**src/rtl/riscv_wb_stage.sv**
```systemverilog
`default_nettype none
// ============================================================================
//  Module   : riscv_wb_stage
//  Purpose  : RISC-V write-back stage. Registers the memory-stage result,
//             aligns and sign/zero-extends load data, and stalls the pipeline
//             while a load waits for its data.
//  Ports    : clk_i, rst_ni (async, active low)
//             mem_insn_i / mem_r_i / mem_adr_lsb_i : memory-stage instruction,
//                                                   result, load byte offset
//             dmem_ack_i / dmem_err_i / dmem_q_i   : load response
//             wb_flush_i                           : kill write-back instr
//             wb_stall_o                           : stall upstream stages
//             wb_insn_o / wb_we_o / wb_dst_o / wb_r_o / wb_err_o : write-back
//  Options  : define RV_WB_LOAD_WATCHDOG_EN to enable the load watchdog, which
//             turns a load waiting LOAD_TIMEOUT cycles into a load error.
//  Revision : 1.0 - initial release
// ============================================================================

package riscv_wb_pkg;
    typedef struct packed {
        logic [31:0] instr;
        logic        bubble;
        logic        dbg;
    } instruction_t;

    localparam logic [31:0] INSTR_NOP = 32'h0000_0013;  // addi x0, x0, 0

    localparam logic [6:0] OPC_LOAD   = 7'b0000011;
    localparam logic [6:0] OPC_OP_IMM = 7'b0010011;
    localparam logic [6:0] OPC_OP     = 7'b0110011;
    localparam logic [6:0] OPC_LUI    = 7'b0110111;
    localparam logic [6:0] OPC_AUIPC  = 7'b0010111;
    localparam logic [6:0] OPC_JAL    = 7'b1101111;
    localparam logic [6:0] OPC_JALR   = 7'b1100111;
    localparam logic [6:0] OPC_SYSTEM = 7'b1110011;
endpackage

module riscv_wb_stage
    import riscv_wb_pkg::*;
#(
    parameter int unsigned XLEN         = 32,   // only 32 is supported
    parameter int unsigned LOAD_TIMEOUT = 16
) (
    input  logic             clk_i,
    input  logic             rst_ni,
    input  instruction_t     mem_insn_i,
    input  logic [XLEN-1:0]  mem_r_i,
    input  logic [1:0]       mem_adr_lsb_i,
    input  logic             dmem_ack_i,
    input  logic             dmem_err_i,
    input  logic [XLEN-1:0]  dmem_q_i,
    input  logic             wb_flush_i,
    output logic             wb_stall_o,
    output instruction_t     wb_insn_o,
    output logic             wb_we_o,
    output logic [4:0]       wb_dst_o,
    output logic [XLEN-1:0]  wb_r_o,
    output logic             wb_err_o
);

    typedef enum logic [0:0] {
        S_IDLE = 1'b0,
        S_WAIT = 1'b1
    } state_t;

    state_t state_q, state_d;

    instruction_t    wb_insn_q;
    logic            wb_we_q;
    logic [4:0]      wb_dst_q;
    logic [XLEN-1:0] wb_r_q;
    logic            wb_err_q;

    // Instruction field decode
    logic [6:0]      w_opcode;
    logic [2:0]      w_funct3;
    logic [4:0]      w_rd;
    logic            w_load;
    logic            w_writes_rd;
    logic            w_timeout;
    logic            w_err_eff;
    logic            w_stall;
    logic            w_we_d;
    logic            w_err_d;
    logic [XLEN-1:0] w_sh;
    logic [XLEN-1:0] w_load_data;
    logic            w_unused_bits;

    assign w_opcode      = mem_insn_i.instr[6:0];
    assign w_rd          = mem_insn_i.instr[11:7];
    assign w_funct3      = mem_insn_i.instr[14:12];
    assign w_unused_bits = ^mem_insn_i.instr[31:15];

    assign w_load = !mem_insn_i.bubble && (w_opcode == OPC_LOAD);

    always_comb begin
        w_writes_rd = 1'b0;
        case (w_opcode)
            OPC_LOAD, OPC_OP_IMM, OPC_OP, OPC_LUI,
            OPC_AUIPC, OPC_JAL, OPC_JALR, OPC_SYSTEM: w_writes_rd = 1'b1;
            default:                                  w_writes_rd = 1'b0;
        endcase
    end

`ifdef RV_WB_LOAD_WATCHDOG_EN
    localparam int unsigned CNT_W = $clog2(LOAD_TIMEOUT + 1);

    logic [CNT_W-1:0] cnt_q, cnt_d;

    assign w_timeout = (state_q == S_WAIT) && (cnt_q == CNT_W'(LOAD_TIMEOUT - 1));

    always_comb begin
        cnt_d = cnt_q;
        if (state_q == S_IDLE && state_d == S_WAIT) begin
            cnt_d = '0;
        end else if (state_q == S_WAIT) begin
            cnt_d = cnt_q + 1'b1;
        end
    end

    always_ff @(posedge clk_i or negedge rst_ni) begin
        if (!rst_ni) begin
            cnt_q <= '0;
        end else begin
            cnt_q <= cnt_d;
        end
    end
`else
    // Without the watchdog a waiting load never times out.
    localparam int unsigned C_UNUSED_TIMEOUT = LOAD_TIMEOUT;
    assign w_timeout = 1'b0;
`endif

    // A timeout behaves exactly like a bus error on the waiting load.
    assign w_err_eff = dmem_err_i || w_timeout;

    // Next state and stall
    always_comb begin
        state_d = state_q;
        w_stall = 1'b0;
        case (state_q)
            S_IDLE: begin
                if (w_load && !dmem_ack_i && !dmem_err_i) begin
                    state_d = S_WAIT;
                    w_stall = 1'b1;
                end
            end
            S_WAIT: begin
                if (dmem_ack_i || w_err_eff || wb_flush_i) begin
                    state_d = S_IDLE;
                end else begin
                    w_stall = 1'b1;
                end
            end
            default: state_d = S_IDLE;
        endcase
    end

    // Load alignment: shift the addressed byte/halfword down to bit 0.
    assign w_sh = dmem_q_i >> {mem_adr_lsb_i, 3'b000};

    always_comb begin
        w_load_data = '0;
        case (w_funct3)
            3'b000:  w_load_data = {{(XLEN-8){w_sh[7]}},   w_sh[7:0]};
            3'b001:  w_load_data = {{(XLEN-16){w_sh[15]}}, w_sh[15:0]};
            3'b010:  w_load_data = w_sh;
            3'b100:  w_load_data = {{(XLEN-8){1'b0}},      w_sh[7:0]};
            3'b101:  w_load_data = {{(XLEN-16){1'b0}},     w_sh[15:0]};
            default: w_load_data = '0;
        endcase
    end

    // Flush outranks error: a flushed load neither writes nor reports.
    assign w_err_d = w_load && w_err_eff && !wb_flush_i;
    assign w_we_d  = !mem_insn_i.bubble && !wb_flush_i && !(w_load && w_err_eff)
                     && (w_rd != 5'd0) && w_writes_rd;

    always_ff @(posedge clk_i or negedge rst_ni) begin
        if (!rst_ni) begin
            state_q          <= S_IDLE;
            wb_insn_q.instr  <= INSTR_NOP;
            wb_insn_q.bubble <= 1'b1;
            wb_insn_q.dbg    <= 1'b0;
            wb_we_q          <= 1'b0;
            wb_dst_q         <= 5'd0;
            wb_r_q           <= '0;
            wb_err_q         <= 1'b0;
        end else begin
            state_q <= state_d;
            if (w_stall) begin
                // Insert a bubble; result and destination hold.
                wb_insn_q.bubble <= 1'b1;
                wb_we_q          <= 1'b0;
                wb_err_q         <= 1'b0;
            end else begin
                wb_insn_q.instr  <= mem_insn_i.instr;
                wb_insn_q.bubble <= mem_insn_i.bubble || wb_flush_i;
                wb_insn_q.dbg    <= mem_insn_i.dbg;
                wb_we_q          <= w_we_d;
                wb_dst_q         <= w_rd;
                wb_r_q           <= w_load ? w_load_data : mem_r_i;
                wb_err_q         <= w_err_d;
            end
        end
    end

    assign wb_stall_o = w_stall;
    assign wb_insn_o  = wb_insn_q;
    assign wb_we_o    = wb_we_q;
    assign wb_dst_o   = wb_dst_q;
    assign wb_r_o     = wb_r_q;
    assign wb_err_o   = wb_err_q;

endmodule
`default_nettype wire

```
**config.mk**
```make
export PLATFORM = sky130hd
export DESIGN_NAME = riscv_wb_stage
export DESIGN_NICKNAME = d
export VERILOG_FILES = /design/src/rtl/riscv_wb_stage.sv
export SDC_FILE = /design/constraint.sdc
export NUM_CORES = 1
export LEC_CHECK = 0
export CAP_MARGIN = 20
export CORE_AREA = 2 2 129 131
export DETAILED_ROUTE_END_ITERATION = 8
export DIE_AREA = 0 0 131 133
export PLACE_DENSITY = 0.59
export SYNTH_ARGS = -nofsm -noshare
export SYNTH_HDL_FRONTEND = slang
export SYNTH_SLANG_ARGS = --single-unit
export TNS_END_PERCENT = 50
```
**constraint.sdc**
```tcl
create_clock -name clk_i -period 1.7 [get_ports clk_i]
set_input_delay 0.17 -clock clk_i [delete_from_list [all_inputs] [get_ports clk_i]]
set_output_delay 0.17 -clock clk_i [all_outputs]
set_load 0.02 [all_outputs]
```
[After elaboration in Yosys (flattened, before gate mapping)]
Index checks and enable logic that the tools add are counted.
Widths: inputs -> output; s select.
Cells by class
  shift-type cells: 1
  eq/ne operators: 12
  order comparisons: 0
  divide/modulo/power cells: 0
  multiplexer cells: 9
  $mul: 0
  reductions and logical operators: 20
  add/sub/neg operators: 0
  bitwise operators: 1
Operator list (count)
  $pmux 32 s5: 1
  $mux 32: 1
  $shr 32x5->32: 1
  $eq 7x7->1 const B: 3
  $eq 7x5->1 const B: 2
  $eq 7x6->1 const B: 2
  $logic_and 1x1->1: 9
  $reduce_or 8->1: 1
  $eq 7x2->1 const B: 1
  $eq 3x3->1 const B: 2
  $mux 1: 6
  $logic_not 1->1: 5
  $reduce_bool 5->1: 1
  $eq 3x1->1 const B: 1
  $eq 3x2->1 const B: 1
  $logic_not 3->1: 1
  $logic_or 1x1->1: 3
  $pmux 1 s2: 1
  $not 1->1: 1
Word-level totals
  register bits: 74
  memories kept: 0
  output and inout port bits: 74
  ROM bits: 0
  latch bits: 0
  bits in writable memories: 0
  input port bits: 105

[Logic depth before layout (Yosys ltp)]
Gate-level depths: netlist of the first run.
  word-level depth: 8
  mapped depth: 6

[Worst setup path before layout of the first run]
No wires, ideal clock.
  path kind: flip-flop to flip-flop
  start point: reg state_q
  end point: reg wb_insn_q, in the netlist wb_insn_o[22]
  setup slack: 0.047 ns
  buffers on the path: 2
  period minus slack after synthesis: 1.653 ns
  stages on the path, launching flop included: 6
  setup time: 0.128 ns
  arrival time: 1.525 ns
  cells stage by stage: dfrtp_1 > nor4b_4 > a31o_4 > buf_8 > buf_8 > mux2_1
On the way
  word-level cells in the longest chain between the ends: 2
Ends and longest elaborated chain
  from (decl): line 66  | state_t state_q, state_d;
  from (signal assigned): line 190  | state_q <= state_d;
  $not 1->1
  $pmux 1 s2 (*): line 141  | case (state_q)
  to (decl): line 68  | instruction_t wb_insn_q;
Every way passes the cells marked *; elsewhere a longest branch is shown, timed or not.
A chain may end at the register's enable or synchronous reset.

[Worst setup path after layout of the first run]
  start point: in mem_insn_i[7] (netlist bit)
  end point: reg wb_r_q[20], in the netlist wb_r_o[20]
On the way
  word-level cells in the longest chain between the ends: 6
  elaborated cells on any way between the ends: 7
  classes of those cells: eq/ne (1); mux (3); reduce/logical (3)
Ends and longest elaborated chain
  from (decl): line 46  | input instruction_t mem_insn_i,
  $eq 7x2->1 (*): line 94  | assign w_load = !mem_insn_i.bubble && (w_opcode == OPC_LOAD);
  $logic_and 1x1->1 (*): line 94
  $logic_and 1x1->1 (2 in series): line 143  | if (w_load && !dmem_ack_i && !dmem_err_i) begin
  $mux 1: line 143
  $pmux 1 s2: line 141
  to (signal assigned): line 202  | wb_r_q <= w_load ? w_load_data : mem_r_i;
  to (decl): line 71  | logic [XLEN-1:0] wb_r_q;
Marked as above.

==> results of run 1 <==
==> what timing repair did <==
item,in CTS,in global routing
hold buffers,1,0
endpoints found under the setup margin,21,40
gates resized for setup,7,16
pin swaps,3,6
gates cloned,1,0
setup buffers,7,3
endpoints found under the hold margin,26,0
==> metrics by stage <==
stage	util, %	instances	total power [uW]	setup TNS (ns)
2_1_floorplan	-	339	2190	0
5_1_grt	40.8	786	4790	-0.0224
6_report	40.8	786	4540	0
3_3_place_gp	37.6	758	2820	-20.62
4_1_cts	40.2	783	4600	0
3_5_place_dp	37.6	758	2840	-21.68
==> power groups by stage <==
stage	clock network (uW)	registers (uW)	logic, uW
2_1_floorplan	0	1900	288
4_1_cts	1770	1780	1050
3_3_place_gp	0	1800	1020
3_5_place_dp	0	1810	1030
5_1_grt	1860	1790	1140
6_report	1710	1780	1060
==> worst max-delay path, delay by kind of cell <==
family	cells	cell delay, ns
buf+inv	3	0.91
simple gates	1	0.22
compound gates	3	0.54
==> flip-flops by register name (all words and copies together), names as in the netlist <==
signal	count
wb_insn_o	34
wb_r_o	32
state_q	1
wb_err_o	1
wb_we_o	1
==> worst min-delay path by stage <==
stage                  start                         to  cells after the start
3_3_place_gp          rst_ni  wb_insn_o[14]$_DFFE_PN0N_                      1
5_1_grt           dmem_err_i         wb_err_o$_DFF_PN0_                      3
4_1_cts        mem_insn_i[4]   wb_insn_o[4]$_DFFE_PN0N_                      2
6_report          dmem_err_i         wb_err_o$_DFF_PN0_                      3
3_5_place_dp          rst_ni  wb_insn_o[14]$_DFFE_PN0N_                      1
2_1_floorplan         rst_ni          state_q$_DFF_PN0_                      0
==> area by class of cell <==
cell class,instances,area share [%]
tap,220,4.17
clock buffer,11,3.67
inverter,10,0.568
sequential,69,26.2
timing repair buffer,240,36.8
clock inverter,5,0.417
multi-input combinational,231,28.1
==> Yosys cell counts, types with 2 or more instances <==
cell type,instances,area (sq um)
a211oi_1,15,113
a21oi_1,18,90.1
a22oi_1,24,180
a32oi_1,8,70.1
buf_2,7,35.0
buf_4,10,75.1
buf_6,3,33.8
buf_8,2,30.0
clkbuf_1,5,18.8
dfrtp_1,65,1630
dfstp_2,4,105
inv_1,10,37.5
mux2_1,8,90.1
mux2_2,15,169
mux2_4,10,150
mux2i_1,23,230
nand2_1,29,109
nor2_1,11,41.3
nor3_1,2,10.0
nor3_2,2,20.0
o21ai_0,10,50.1
o21ai_1,24,120
o2bb2ai_1,7,61.3
==> layer usage <==
metal	routed length, microns	vias to the layer above	track usage (%)
li1	-	1717	-
met1	5820	1734	19.6
met2	6160	165	24.5
met5	0	-	0
met3	981	16	3.56
met4	181	0	4.26
==> logic make-up after synthesis <==
| logic type | synth area share, % |
|---|---|
| AOI/OAI and AO/OA | 21.2 |
| buffers and inverters | 6.73 |
| DFF | 45.9 |
| muxes | 17.5 |
| and+or+nand+nor | 8.65 |
==> results.ini, run 1 <==
[run_status]
status = finished, final reports clean

[floorplan]
start_util_pct = 23.4
dieArea_sq_mm = 0.0174
core_area_sq_mm = 0.0162
pin_count = 179
rows = 47
die_w_microns = 131
die_y_microns = 133

[worst_setup_path]
crit_start = mem_insn_i[7]
cp-start-kind = input pin
crit_fanout = 14
r2r_cells = 6
rr_startpoint = state_q$_DFF_PN0_
required_ns = 1.91
max_stage_delay_ns = 0.49
r2r_setup_slack_ns = 0.08
crit_chain = clkdlybuf4s50_1 > and4bb_4 > a31o_4 > buf_4 > bufbuf_16 > a22oi_1 > o21ai_1
critPathCapture = wb_r_o[20]$_DFFE_PN0N_
path_class = in -> reg
arrival_ns = 1.85
cp_slowest_cell = clkdlybuf4s50_1
timing.rr.end = wb_r_o[20]$_DFFE_PN0N_
cp-end-kind = register

[placed_design]
placedInstanceArea_sq_mm = 0.00609
dp_hpwl_microns = 10200
dp_slack_ns = -0.548
portBuffers = 178
gp_congestion = 0.862

[timing]
hold_slack_ns = 0.261
skew_ns = 0.00689
maxSlewHeadroom_pct = 68.4
setup_ws_ns = 0.0537
finalMaxSlewViolations = 0
final_hold_viol_count = 0
fin_crit_sh_pct = 96.8
period_minus_slack_ns = 1.65
rsz0062_at_grt = true
fmax_ghz = 0.607
worstMarginPinSlew_ns = 0.474
finalSetupViolations = 0

[cells_and_area]
num_antenna_cells = 0
multi_input_area_sq_mm = 0.00186
final_cell_mix = 172 x clkdlybuf4s50_1, 65 x dfrtp_1, 48 x buf_4
stdcell_area_sq_mm = 0.00661
area_growth_pct = 74.9
nFillCells = 1537
layout_commonest_cell = clkdlybuf4s50_1
drive_gt1_share_pct = 23.0
final_nets = 666
regArea_sq_mm = 0.00173

[global_route]
antenna_found_initial = 0
grt_pass1_wl_microns = 20100
grt_max_degree = 30
overflow = 0
grt_pass1_vias = 3810
grtUsageTotal_pct = 15.0

[clock_network]
cts.clk_slew.worst_paths_ns = 0.05
cts_buffer_depth = 2
cts_tree = yes
cts_inserted_buffers = 9
clk_latency_ns = 0.33
cts_sinks = 69
h-tree-depth = 3
root_buffer = clkbuf_16

[routing]
postRouteAntennaNets = 0
first_iter_violations = 157
vias_per_cell = 4.62
drc = 0
route.vias.total = 3632
wire_per_inst_microns = 16.7
drtPass1Iterations = 4
drt_wl_total_microns = 13100

[synthesis]
async_reset_ff_share_pct = 100
synth-seq-area-share_pct = 45.9
ys_types = 50
synth_warnings = 0
avgSynthCellArea_sq_um = 11.1
ys.flop_type = dfrtp_1
synth-seq-cells = 69
synth_edf_count = 0
syn_nets = 444
syn_area_sq_mm = 0.00378
netlist_instances = 339

[power]
seqPwrFrac_pct = 39.1
p_sw_uw = 1200
irDropWorstVdd_uv = 403
p_int_uw = 3340
switching_share_pct = 26.4
powerDensity_mw_per_mm2 = 687
clockPowerShare_pct = 37.6
leakage_uw = 0.00271
p_comb_share_pct = 23.3

[worst_hold_path]
hold_class = in -> reg

[job]
maxCapViolations = 0

(Power assumes the default switching activity.)
==> inputs of run 2 (changes only) <==
Settings changed: SLEW_MARGIN set to 30.
==> results of run 2 <==
No change in the layout: final DEF, timing and power equal those of run 1.
